File: config.mk
export PLATFORM = sky130hd
export DESIGN_NAME = id_operand_stage_flat
export DESIGN_NICKNAME = d
export VERILOG_FILES = /design/src/rtl/id_operand_stage_if.sv /design/src/rtl/id_operand_stage.sv /design/src/flat_wrapper.sv
export SDC_FILE = /design/constraint.sdc
export NUM_CORES = 1
export LEC_CHECK = 0
export CORE_ASPECT_RATIO = 0.7
export CORE_MARGIN = 5
export CORE_UTILIZATION = 42
export DETAILED_ROUTE_END_ITERATION = 12
export PLACE_DENSITY = 0.8
export SYNTH_ARGS = -nofsm -noshare
export SYNTH_HDL_FRONTEND = slang
export SYNTH_SLANG_ARGS = --single-unit
File: constraint.sdc
create_clock -name clk -period 3.54 [get_ports clk]
set_input_delay 1.062 -clock clk [delete_from_list [all_inputs] [get_ports clk]]
set_output_delay 1.062 -clock clk [all_outputs]
set_load 0.01 [all_outputs]
File: src/rtl/id_operand_stage_if.sv
// id_operand_stage_if: ID-side instruction fields, register file read/writeback ports, pipeline control and ID/EX outputs.
//   slave  : the operand stage (consumes id_*/rd_data*/wb_*/flush/ex_hold; drives rd_addr*/stall_if/ex_*/bubble_cnt)
//   master : the surrounding core (the opposite directions)
interface id_operand_stage_if #(parameter int DW = 32, parameter int AW = 5, parameter int CW = 8);
  logic          id_valid, id_uses_rs, id_uses_rt, id_wr_en, id_is_load;
  logic [AW-1:0] id_rs, id_rt, id_dst;
  logic [DW-1:0] id_imm;
  logic [CW-1:0] id_ctrl;
  logic [AW-1:0] rd_addr1, rd_addr2;
  logic [DW-1:0] rd_data1, rd_data2;
  logic          wb_wr_en;
  logic [AW-1:0] wb_addr;
  logic [DW-1:0] wb_data;
  logic          flush, ex_hold, stall_if;
  logic          ex_valid, ex_wr_en, ex_is_load;
  logic [DW-1:0] ex_op_a, ex_op_b, ex_imm;
  logic [CW-1:0] ex_ctrl;
  logic [AW-1:0] ex_dst, ex_rs, ex_rt;
  logic [15:0]   bubble_cnt;
  modport slave (
    input  id_valid, id_uses_rs, id_uses_rt, id_wr_en, id_is_load, id_rs, id_rt, id_dst, id_imm, id_ctrl,
    input  rd_data1, rd_data2, wb_wr_en, wb_addr, wb_data, flush, ex_hold,
    output rd_addr1, rd_addr2, stall_if, ex_valid, ex_wr_en, ex_is_load,
    output ex_op_a, ex_op_b, ex_imm, ex_ctrl, ex_dst, ex_rs, ex_rt, bubble_cnt
  );
  modport master (
    output id_valid, id_uses_rs, id_uses_rt, id_wr_en, id_is_load, id_rs, id_rt, id_dst, id_imm, id_ctrl,
    output rd_data1, rd_data2, wb_wr_en, wb_addr, wb_data, flush, ex_hold,
    input  rd_addr1, rd_addr2, stall_if, ex_valid, ex_wr_en, ex_is_load,
    input  ex_op_a, ex_op_b, ex_imm, ex_ctrl, ex_dst, ex_rs, ex_rt, bubble_cnt
  );
endinterface

File: src/rtl/id_operand_stage.sv
// id_operand_stage: MIPS decode operand fetch with writeback bypass, load-use bubble insertion and the ID/EX register.
//   clk : rising-edge clock
//   rst : asynchronous active-low reset
//   bus : id_operand_stage_if.slave carrying ID fields, register file/writeback ports, flush/hold and ex_* outputs
module id_operand_stage #(parameter int DW = 32, parameter int AW = 5, parameter int CW = 8) (
  input logic            clk,
  input logic            rst,
  id_operand_stage_if.slave bus
);
  typedef struct packed {
    logic          valid;
    logic          wr_en;
    logic          is_load;
    logic [DW-1:0] op_a;
    logic [DW-1:0] op_b;
    logic [DW-1:0] imm;
    logic [CW-1:0] ctrl;
    logic [AW-1:0] dst;
    logic [AW-1:0] rs;
    logic [AW-1:0] rt;
  } ex_t;
  ex_t           ex_q, ex_d, ex_load;
  logic [DW-1:0] op_a, op_b;
  logic          hz, bump;
  logic [15:0]   cnt_q;
  assign bus.rd_addr1 = bus.id_rs;
  assign bus.rd_addr2 = bus.id_rt;
  // The file commits at the edge, so a same-cycle writeback must be bypassed here; r0 always reads zero.
  assign op_a = bus.id_rs == '0 ? '0 : (bus.wb_wr_en && bus.wb_addr == bus.id_rs) ? bus.wb_data : bus.rd_data1;
  assign op_b = bus.id_rt == '0 ? '0 : (bus.wb_wr_en && bus.wb_addr == bus.id_rt) ? bus.wb_data : bus.rd_data2;
  assign hz = bus.id_valid & ex_q.valid & ex_q.is_load & ex_q.wr_en & (ex_q.dst != '0) &
              ((bus.id_uses_rs & (ex_q.dst == bus.id_rs)) | (bus.id_uses_rt & (ex_q.dst == bus.id_rt)));
  assign bus.stall_if = rst & ~bus.flush & (bus.ex_hold | hz);
  assign bump = ~bus.flush & ~bus.ex_hold & hz & ~&cnt_q;
  assign ex_load = '{valid: bus.id_valid, wr_en: bus.id_valid & bus.id_wr_en, is_load: bus.id_valid & bus.id_is_load,
                     op_a: op_a, op_b: op_b, imm: bus.id_imm, ctrl: bus.id_ctrl,
                     dst: bus.id_dst, rs: bus.id_rs, rt: bus.id_rt};
  // Flush and a load-use bubble both clear the whole ID/EX payload; hold outranks the bubble.
  assign ex_d = (bus.flush | (~bus.ex_hold & hz)) ? '0 : bus.ex_hold ? ex_q : ex_load;
  always_ff @(posedge clk or negedge rst)
    if (!rst) begin
      ex_q  <= '0;
      cnt_q <= '0;
    end else begin
      ex_q  <= ex_d;
      cnt_q <= cnt_q + {15'd0, bump};
    end
  assign bus.ex_valid   = ex_q.valid;
  assign bus.ex_wr_en   = ex_q.wr_en;
  assign bus.ex_is_load = ex_q.is_load;
  assign bus.ex_op_a    = ex_q.op_a;
  assign bus.ex_op_b    = ex_q.op_b;
  assign bus.ex_imm     = ex_q.imm;
  assign bus.ex_ctrl    = ex_q.ctrl;
  assign bus.ex_dst     = ex_q.dst;
  assign bus.ex_rs      = ex_q.rs;
  assign bus.ex_rt      = ex_q.rt;
  assign bus.bubble_cnt = cnt_q;
endmodule

File: src/flat_wrapper.sv
// flat-port wrapper written by rule: the top's interface ports become plain ports
module id_operand_stage_flat 
#(parameter int DW = 32, parameter int AW = 5, parameter int CW = 8)
  (clk, rst, bus_id_valid, bus_id_uses_rs, bus_id_uses_rt, bus_id_wr_en, bus_id_is_load, bus_id_rs, bus_id_rt, bus_id_dst, bus_id_imm, bus_id_ctrl, bus_rd_data1, bus_rd_data2, bus_wb_wr_en, bus_wb_addr, bus_wb_data, bus_flush, bus_ex_hold, bus_rd_addr1, bus_rd_addr2, bus_stall_if, bus_ex_valid, bus_ex_wr_en, bus_ex_is_load, bus_ex_op_a, bus_ex_op_b, bus_ex_imm, bus_ex_ctrl, bus_ex_dst, bus_ex_rs, bus_ex_rt, bus_bubble_cnt);
  id_operand_stage_if #(.DW(DW), .AW(AW), .CW(CW)) bus_i ();
  input logic clk;
  input logic rst;
  input wire logic [$bits(bus_i.id_valid)-1:0] bus_id_valid;
  input wire logic [$bits(bus_i.id_uses_rs)-1:0] bus_id_uses_rs;
  input wire logic [$bits(bus_i.id_uses_rt)-1:0] bus_id_uses_rt;
  input wire logic [$bits(bus_i.id_wr_en)-1:0] bus_id_wr_en;
  input wire logic [$bits(bus_i.id_is_load)-1:0] bus_id_is_load;
  input wire logic [$bits(bus_i.id_rs)-1:0] bus_id_rs;
  input wire logic [$bits(bus_i.id_rt)-1:0] bus_id_rt;
  input wire logic [$bits(bus_i.id_dst)-1:0] bus_id_dst;
  input wire logic [$bits(bus_i.id_imm)-1:0] bus_id_imm;
  input wire logic [$bits(bus_i.id_ctrl)-1:0] bus_id_ctrl;
  input wire logic [$bits(bus_i.rd_data1)-1:0] bus_rd_data1;
  input wire logic [$bits(bus_i.rd_data2)-1:0] bus_rd_data2;
  input wire logic [$bits(bus_i.wb_wr_en)-1:0] bus_wb_wr_en;
  input wire logic [$bits(bus_i.wb_addr)-1:0] bus_wb_addr;
  input wire logic [$bits(bus_i.wb_data)-1:0] bus_wb_data;
  input wire logic [$bits(bus_i.flush)-1:0] bus_flush;
  input wire logic [$bits(bus_i.ex_hold)-1:0] bus_ex_hold;
  output wire logic [$bits(bus_i.rd_addr1)-1:0] bus_rd_addr1;
  output wire logic [$bits(bus_i.rd_addr2)-1:0] bus_rd_addr2;
  output wire logic [$bits(bus_i.stall_if)-1:0] bus_stall_if;
  output wire logic [$bits(bus_i.ex_valid)-1:0] bus_ex_valid;
  output wire logic [$bits(bus_i.ex_wr_en)-1:0] bus_ex_wr_en;
  output wire logic [$bits(bus_i.ex_is_load)-1:0] bus_ex_is_load;
  output wire logic [$bits(bus_i.ex_op_a)-1:0] bus_ex_op_a;
  output wire logic [$bits(bus_i.ex_op_b)-1:0] bus_ex_op_b;
  output wire logic [$bits(bus_i.ex_imm)-1:0] bus_ex_imm;
  output wire logic [$bits(bus_i.ex_ctrl)-1:0] bus_ex_ctrl;
  output wire logic [$bits(bus_i.ex_dst)-1:0] bus_ex_dst;
  output wire logic [$bits(bus_i.ex_rs)-1:0] bus_ex_rs;
  output wire logic [$bits(bus_i.ex_rt)-1:0] bus_ex_rt;
  output wire logic [$bits(bus_i.bubble_cnt)-1:0] bus_bubble_cnt;
  assign bus_i.id_valid = bus_id_valid;
  assign bus_i.id_uses_rs = bus_id_uses_rs;
  assign bus_i.id_uses_rt = bus_id_uses_rt;
  assign bus_i.id_wr_en = bus_id_wr_en;
  assign bus_i.id_is_load = bus_id_is_load;
  assign bus_i.id_rs = bus_id_rs;
  assign bus_i.id_rt = bus_id_rt;
  assign bus_i.id_dst = bus_id_dst;
  assign bus_i.id_imm = bus_id_imm;
  assign bus_i.id_ctrl = bus_id_ctrl;
  assign bus_i.rd_data1 = bus_rd_data1;
  assign bus_i.rd_data2 = bus_rd_data2;
  assign bus_i.wb_wr_en = bus_wb_wr_en;
  assign bus_i.wb_addr = bus_wb_addr;
  assign bus_i.wb_data = bus_wb_data;
  assign bus_i.flush = bus_flush;
  assign bus_i.ex_hold = bus_ex_hold;
  assign bus_rd_addr1 = bus_i.rd_addr1;
  assign bus_rd_addr2 = bus_i.rd_addr2;
  assign bus_stall_if = bus_i.stall_if;
  assign bus_ex_valid = bus_i.ex_valid;
  assign bus_ex_wr_en = bus_i.ex_wr_en;
  assign bus_ex_is_load = bus_i.ex_is_load;
  assign bus_ex_op_a = bus_i.ex_op_a;
  assign bus_ex_op_b = bus_i.ex_op_b;
  assign bus_ex_imm = bus_i.ex_imm;
  assign bus_ex_ctrl = bus_i.ex_ctrl;
  assign bus_ex_dst = bus_i.ex_dst;
  assign bus_ex_rs = bus_i.ex_rs;
  assign bus_ex_rt = bus_i.ex_rt;
  assign bus_bubble_cnt = bus_i.bubble_cnt;
  id_operand_stage #(.DW(DW), .AW(AW), .CW(CW)) u_core (.clk(clk), .rst(rst), .bus(bus_i));
endmodule
---- After elaboration in Yosys (flattened, before gate mapping) ----
Cells that the tools add are included.
storage, ports and cells
  input bits .............................. 166
  logic and storage cells ................. 50
  output and inout port bits .............. 149
  register bits ........................... 138
operators by class
  mux-type cells .......................... 6
  bitwise operators ....................... 20
  equal/unequal tests ..................... 5
  reductions and logical operators ........ 7
  $add $sub $neg .......................... 1
operators with widths
  cell                  number
  $mux W122             2
  $mux W32              4
  $eq A5 B5 Y1          4
  $add A16 B1 Y16       1
  $reduce_and A16 Y1    1
  $and A1 B1 Y1         15
  $logic_not A5 Y1      2
  $reduce_bool A5 Y1    1
  $or A1 B1 Y1          3
  $logic_and A1 B1 Y1   2
  $ne A2 B1 Y1 const B  1
  $not A1 Y1            2
  $logic_not A1 Y1      1

---- Longest topological paths before layout ----
Gate-level depths: netlist (run 1).
  word-level depth ........................ 8
  depth in mapped cells ................... 11
  mapped depth without buffers ............ 10

---- Worst setup path before layout (run 1) ----
OpenSTA, ideal clock, no wires.
  path type ............................... in2out
  start point ............................. input port bus_id_rs[3]
  end point ............................... output port bus_stall_if
  data required time ...................... 2.478 ns
  cell stages on the path ................. 6
  path buffers ............................ 1
  slack ................................... 0.272 ns
  data arrival time ....................... 2.206 ns
  path through ............................ xor2_1 nor4_1 a32oi_1 buf_2 nor2_1 o211a_1
on the way
  cells in the longest elaborated chain, start to end .. 6
ends and longest elaborated chain
  what             line                    source
  start, declared  flat_wrapper.sv:13      input wire logic [$bits(bus_i.id_rs)-1:0] bus_id_rs;
  $eq A5 B5 Y1     id_operand_stage.sv:32  ((bus.id_uses_rs & (ex_q.dst == bus.id_rs)) | (bus.id_uses_rt & (ex_q.dst == bus.id_rt)));
  $and A1 B1 Y1    id_operand_stage.sv:32
  $or A1 B1 Y1     id_operand_stage.sv:32
  $and A1 B1 Y1    id_operand_stage.sv:31  assign hz = bus.id_valid & ex_q.valid & ex_q.is_load & ex_q.wr_en & (ex_q.dst != '0) &
  $or A1 B1 Y1     id_operand_stage.sv:33  assign bus.stall_if = rst & ~bus.flush & (bus.ex_hold | hz);
  $and A1 B1 Y1    id_operand_stage.sv:33
  end, declared    flat_wrapper.sv:27      output wire logic [$bits(bus_i.stall_if)-1:0] bus_stall_if;
Every way passes these cells.

---- Final worst setup path (run 1) ----
  start point ............................. input port bus_id_rt[2]
  end point ............................... output port bus_stall_if
on the way
  cells in the longest elaborated chain, start to end .. 6
ends and longest elaborated chain
  what             line                    source
  start, declared  flat_wrapper.sv:14      input wire logic [$bits(bus_i.id_rt)-1:0] bus_id_rt;
  $eq A5 B5 Y1     id_operand_stage.sv:32
  $and A1 B1 Y1    id_operand_stage.sv:32
  $or A1 B1 Y1     id_operand_stage.sv:32
  $and A1 B1 Y1    id_operand_stage.sv:31
  $or A1 B1 Y1     id_operand_stage.sv:33
  $and A1 B1 Y1    id_operand_stage.sv:33
Every way passes these cells.

==> results of run 1 <==
[synth_stat cells (all sizes together) (4+ instances only)]
| library cell | count | area, um2 |
|---|---|---|
| a21oi | 56 | 280 |
| and3 | 4 | 25.0 |
| and4 | 4 | 35.0 |
| buf | 31 | 223 |
| clkbuf | 37 | 139 |
| dfrtp | 138 | 3450 |
| mux2i | 64 | 641 |
| nand2 | 128 | 480 |
| nand3 | 7 | 35.0 |
| nand4 | 5 | 31.3 |
| nor2 | 5 | 18.8 |
| nor2b | 57 | 357 |
| nor4 | 4 | 25.0 |
| o21ai | 60 | 315 |
| o31ai | 64 | 581 |
| xnor2 | 16 | 140 |
| xor2 | 18 | 158 |
[area by class of cell]
class	instances	area, um2
Antenna cell	1	2.50
Sequential cell	138	3450
Multi-Input combinational cell	502	3290
Clock buffer	19	453
Fill cell	1311	5300
Timing Repair Buffer	348	3450
Inverter	1	3.75
Tap cell	225	282
Clock inverter	13	168
[sequential cells by signal, summed over array words and instances (netlist names), 5 cells and up]
register,flops
u_core.bus.ex_imm,32
u_core.bus.ex_dst,5
u_core.bus.ex_op_a,32
u_core.bus.ex_op_b,32
u_core.bus.ex_rt,5
u_core.bus.bubble_cnt,16
u_core.bus.ex_ctrl,8
u_core.bus.ex_rs,5
[power groups by stage]
stage | sequential (W) | clock (W) | combinational (W)
2_1_floorplan | 0.00176 | 0 | 0.000224
3_3_place_gp | 0.00173 | 0 | 0.000732
3_5_place_dp | 0.00173 | 0 | 0.000740
4_1_cts | 0.00170 | 0.00189 | 0.000742
5_1_grt | 0.00171 | 0.00197 | 0.000790
6_report | 0.00170 | 0.00186 | 0.000736
[stage by stage]
step / cells / utilization
final: 1247 / 0.677
after global routing: 1247 / 0.677
after CTS: 1246 / 0.676
after detailed placement: 1209 / 0.635
after global placement: 1209 / 0.635
after floorplan: 709 / -
[repair_timing]
item,CTS,global route
resized for setup,18,9
buffers inserted,5,0
setup endpoints to repair,1,13
pin swaps,4,4
[path summary, 6_finish.rpt]
kind                                                  endpoint  slack (ns)  depth (start not counted)
setup / recovery                                  bus_stall_if        0.06                          8
hold / removal              u_core.bus.ex_op_a[27]$_DFFE_PN0P_        0.48                          2
setup reg to reg           u_core.bus.bubble_cnt[10]$_DFF_PN0_        0.50                         17
hold reg to reg             u_core.bus.ex_op_a[27]$_DFFE_PN0P_        0.48                          2
max in group asynchronous   u_core.bus.ex_op_a[29]$_DFFE_PN0P_        1.28                          3
min in group asynchronous  u_core.bus.bubble_cnt[14]$_DFF_PN0_        0.81                          2
[kinds of logic (layout without fill, tap and decap cells)]
family | after synthesis | in the layout
AO/OA/AOI/OAI | 183 | 183
XOR/XNOR | 34 | 34
adder cells (fa/ha/maj) | 3 | 3
buffers and inverters | 69 | 381
flip-flops | 138 | 138
multiplexers | 64 | 64
other | 0 | 1
AND/OR/NAND/NOR | 218 | 218
[critical path, cell delays in order]
cell and delay (ns):
clkdlybuf4s15_1 0.24, xor2_1 0.19, nor4_2 0.31, buf_4 0.18
a32oi_4 0.05, nor2_2 0.11, o211a_1 0.17, buf_6 0.11
[routing by layer]
layer	track usage	vias up	wire length, um
met5	0	-	0
met4	0.0712	0	516
li1	-	3059	-
met3	0.0765	37	2040
met1	0.318	3111	10300
met2	0.372	263	11000
==> flow_metrics.tcl, run 1 <==
set metrics [dict create \
    skew_ns 0.00972 \
    synthAdderAreaFrac 0.00534 \
    min_from "u_core.bus.ex_op_a[27]$_DFFE_PN0P_" \
    antenna_found_initial 1 \
    wl_per_cell_um 19.1 \
    pre_cts_slack_ns -0.696 \
    setup_ws_ns 0.0638 \
    grt_pass1_vias 6562 \
    synth_top_family_by_area "compound AO/OA/AOI/OAI gates" \
    dieArea_um2 19500 \
    core_um2 16400 \
    maxCapViolCount 0 \
    critPathLaunchType "input pin" \
    clock_latency_ns 0.41 \
    clock-root-buffer "clkbuf_16" \
    r2r-start "u_core.bus.ex_dst[4]$_DFFE_PN0P_" \
    vias 6470 \
    cts_buffers 17 \
    synth-xor-area-share 0.0423 \
    worstPathArrival_ns 2.41 \
    slew_headroom 0.354 \
    pwr-share-comb 0.171 \
    area_growth_pct 57.7 \
    path_class "input pin to output pin" \
    totalPowerFinal_w 0.00429 \
    cts_hold_buf 0 \
    syn_area_per_cell_um2 9.92 \
    path_clk_slew_ns 0.06 \
    place_area_um2 10400 \
    io-pin-count 315 \
    viasPerCell 5.19 \
    synth.ff_latch_count 138 \
    critPathCaptureType "output pin" \
    drtIter0Drc 515 \
    setup.worst_path.start "bus_id_rt[2]" \
    hold_ws_ns 0.476 \
    crit_required_ns 2.48 \
    gp_congestion 0.827 \
    async_reset_ff_frac 1.00 \
    drive_above_1_share 0.104 \
    post-route-min-period_ns 3.48 \
    hpwlAfterDp_um 17100 \
    fin_area_um2 11100 \
    ant_nets 0 \
    final_common_cell "clkdlybuf4s50_1" \
    pwr_density_cell_nw_per_um2 387 \
    die_h_um 118 \
    grt_util_all_layers 0.238 \
    netlist_area_um2 7040 \
    ys_seq_area_frac 0.491 \
    route.detailed.drc 0 \
    tritoncts "done" \
    synth-compound-area-share 0.171 \
    ys.flop_type "dfrtp_1" \
    clock_path_buffers 2 \
    htree_levels 4 \
    seq_power_share 0.396 \
    die_w_um 165 \
    synth_nets 878 \
    totalWireLength_um 23900 \
    fmaxAchievable_ghz 0.288 \
    yosys.area_share.simple 0.147 \
    outcome "finished, final reports clean" \
    p_int_w 0.00322 \
    start_util 0.429 \
    port_buffers 314 \
    clock_sinks 138 \
    synthMuxAreaShare 0.0911 \
    synth_cell_type_count 31 \
    hold_violations 0 \
    netSwitchingFraction 0.251 \
    ir_drop_v 0.000268 \
    grt-ovfl-total 0 \
    hp-class "register to register" \
    dr.pass1.iters 5 \
    synth_enable_flop_cells 0 \
    mostFrequentLayoutCells "clkdlybuf4s50_1 (301), dfrtp_1 (138), nand2_1 (128)" \
    tightest_slew_ns 0.969 \
    rsz0062_at_grt "no" \
    rows 39 \
    grt_max_degree 78 \
    fin_nets 1177 \
    synth_cells 709 \
    crit_fanout 2 \
    p_leak_nw 4.41 \
    power_switching_w 0.00108 \
    fin_tns_setup_ns 0 \
    synth-warning-count 0 \
    grt_pass1_wl_um 36500 \
    slew_viol_final 0 \
    fin_crit_sh 0.982 \
    clockPowerShare 0.432 \
    setup_violations 0 \
]
No activity file was read; power rests on OpenSTA's default activity.
==> inputs of run 2 (changes only) <==
--- a/config.mk
+++ b/config.mk
@@ -7,9 +7,9 @@
 export LEC_CHECK = 0
 export CORE_ASPECT_RATIO = 0.7
 export CORE_MARGIN = 5
-export CORE_UTILIZATION = 42
+export CORE_UTILIZATION = 38
 export DETAILED_ROUTE_END_ITERATION = 12
-export PLACE_DENSITY = 0.8
+export PLACE_DENSITY = 0.76
 export SYNTH_ARGS = -nofsm -noshare
 export SYNTH_HDL_FRONTEND = slang
 export SYNTH_SLANG_ARGS = --single-unit
==> constraint.sdc (replaced) <==
create_clock -name clk -period 3.1 [get_ports clk]
set_input_delay 0.93 -clock clk [delete_from_list [all_inputs] [get_ports clk]]
set_output_delay 0.93 -clock clk [all_outputs]
set_load 0.01 [all_outputs]
==> run 2 against run 1 <==
Effect of this change: the flow now finishes with violations (setup timing); sequential share of layout area fell by 0.59 points; clock power rose by 20%; via count rose by 0.48%; register-to-register slack got worse by 0.36 ns.
==> flow_metrics.tcl, run 2 (synthesized netlist as in run 1, its figures left out) <==
set metrics [dict create \
    io-pin-count 315 \
    maxCapViolCount 0 \
    fin_crit_sh 1.02 \
    fin_nets 1183 \
    wl_per_cell_um 19.9 \
    clock_latency_ns 0.41 \
    drive_above_1_share 0.120 \
    antenna_found_initial 1 \
    hp-class "register to register" \
    crit_buf_inv 3 \
    path_clk_slew_ns 0.06 \
    area_growth_pct 60.8 \
    reg2regPathDepth 15 \
    htree_levels 4 \
    outcome "finished, violations left" \
    vias 6501 \
    dieArea_um2 21400 \
    drtIter0Drc 539 \
    setup_ws_ns -0.0549 \
    post-route-min-period_ns 3.15 \
    port_buffers 314 \
    cpMaxStageDelayCell "nor4_4" \
    crit_fanout 2 \
    clock_sinks 138 \
    die_w_um 173 \
    tritoncts "done" \
    worstPathArrival_ns 2.22 \
    final_common_cell "clkdlybuf4s50_1" \
    cp_top_family "simple AND/OR/NAND/NOR gates" \
    tightest_slew_ns 0.940 \
    crit_chain "buf_8, xor2_4, nor4_4, buf_4, a32oi_4, nor2_2, o211a_1, buf_6" \
    viasPerCell 5.16 \
    slew_viol_final 0 \
    rsz0062_at_grt "yes" \
    fmaxAchievable_ghz 0.317 \
    slew_headroom 0.373 \
    hold_violations 0 \
    skew_ns 0.0106 \
    crit_cells 8 \
    max_stage_delay_ns 0.41 \
    totalWireLength_um 25100 \
    crit_required_ns 2.17 \
    clock-root-buffer "clkbuf_16" \
    cts_hold_buf 0 \
    violations "setup timing" \
    rows 41 \
    route.detailed.drc 0 \
    die_h_um 124 \
    grt_max_degree 73 \
    hpwlAfterDp_um 18200 \
    grt_util_all_layers 0.227 \
    core_um2 18100 \
    mostFrequentLayoutCells "clkdlybuf4s50_1 (300), dfrtp_1 (138), nand2_1 (128)" \
    start_util 0.389 \
    grt-ovfl-total 0 \
    dr.pass1.iters 5 \
    critPathLaunchType "input pin" \
    diodes 0 \
    hold_ws_ns 0.473 \
    cts_buffers 17 \
    pre_cts_slack_ns -1.17 \
    p_leak_nw 4.48 \
    grt_pass1_wl_um 38300 \
    path_class "input pin to output pin" \
    gp_congestion 0.842 \
    clock_path_buffers 2 \
    ir_drop_v 0.000257 \
    hold_depth 2 \
    ant_nets 0 \
    setup_violations 1 \
    critPathCaptureType "output pin" \
    grt_pass1_vias 6581 \
    pwr_density_cell_nw_per_um2 446 \
]
[run 2: metrics by stage]
step                      TNS (ns)  std cells  power (W)   util  instance area (um2)
after detailed placement    -56.16       1228    0.00284  0.581                10500
after global routing        -0.121       1261    0.00523  0.625                11300
after CTS                  -0.0705       1263    0.00510  0.625                11300
final                      -0.0549       1261    0.00505  0.625                11300
after global placement      -46.12       1228    0.00283  0.581                10500
after floorplan                  0        709    0.00227      -                 7040
[run 2: where the power goes]
| group | switching, W | internal [W] | leakage (nW) |
|---|---|---|---|
| Clock | 0.000793 | 0.00144 | 0.305 |
| Sequential | 0.0000575 | 0.00189 | 1.85 |
| Combinational | 0.000380 | 0.000482 | 2.32 |
| Total | 0.00123 | 0.00382 | 4.48 |
[run 2: worst paths after layout]
check / startpoint / endpoint / slack (ns)
worst max register to register: u_core.bus.ex_dst[0]$_DFFE_PN0P_ / u_core.bus.bubble_cnt[10]$_DFF_PN0_ / 0.14
min in group asynchronous: rst / u_core.bus.bubble_cnt[4]$_DFF_PN0_ / 0.73
worst min-delay path: u_core.bus.ex_op_a[23]$_DFFE_PN0P_ / u_core.bus.ex_op_a[23]$_DFFE_PN0P_ / 0.47
worst min register to register: u_core.bus.ex_op_a[23]$_DFFE_PN0P_ / u_core.bus.ex_op_a[23]$_DFFE_PN0P_ / 0.47
worst max-delay path: bus_id_rt[0] / bus_stall_if / -0.05
max in group asynchronous: rst / u_core.bus.ex_op_a[27]$_DFFE_PN0P_ / 1.72
[run 2: worst min-delay path, stage by stage (launching register included)]
cell and delay (ns):
dfrtp_1 0.34, nand2_1 0.05, o31ai_1 0.05
[run 2: final cells by class]
class	count	area, um2
clock buffer	19	443
tap	236	295
clock inverter	11	196
timing repair buffer	354	3520
fill	1517	6800
inverter	1	3.75
multi-input combinational	502	3400
sequential	138	3450
[run 2: metal layers]
layer	track usage	part of all wire	vias to the layer above
met2	0.346	0.45	252
met5	0	0.00052	-
met1	0.315	0.46	3150
li1	-	-	3062
met3	0.0686	0.071	35
met4	0.0653	0.019	2
[run 2: timing repair]
item                       in CTS  in global routing
buffers inserted                5                  0
pin swaps                       8                  6
gates resized for setup        59                  3
setup endpoints to repair      85                 14
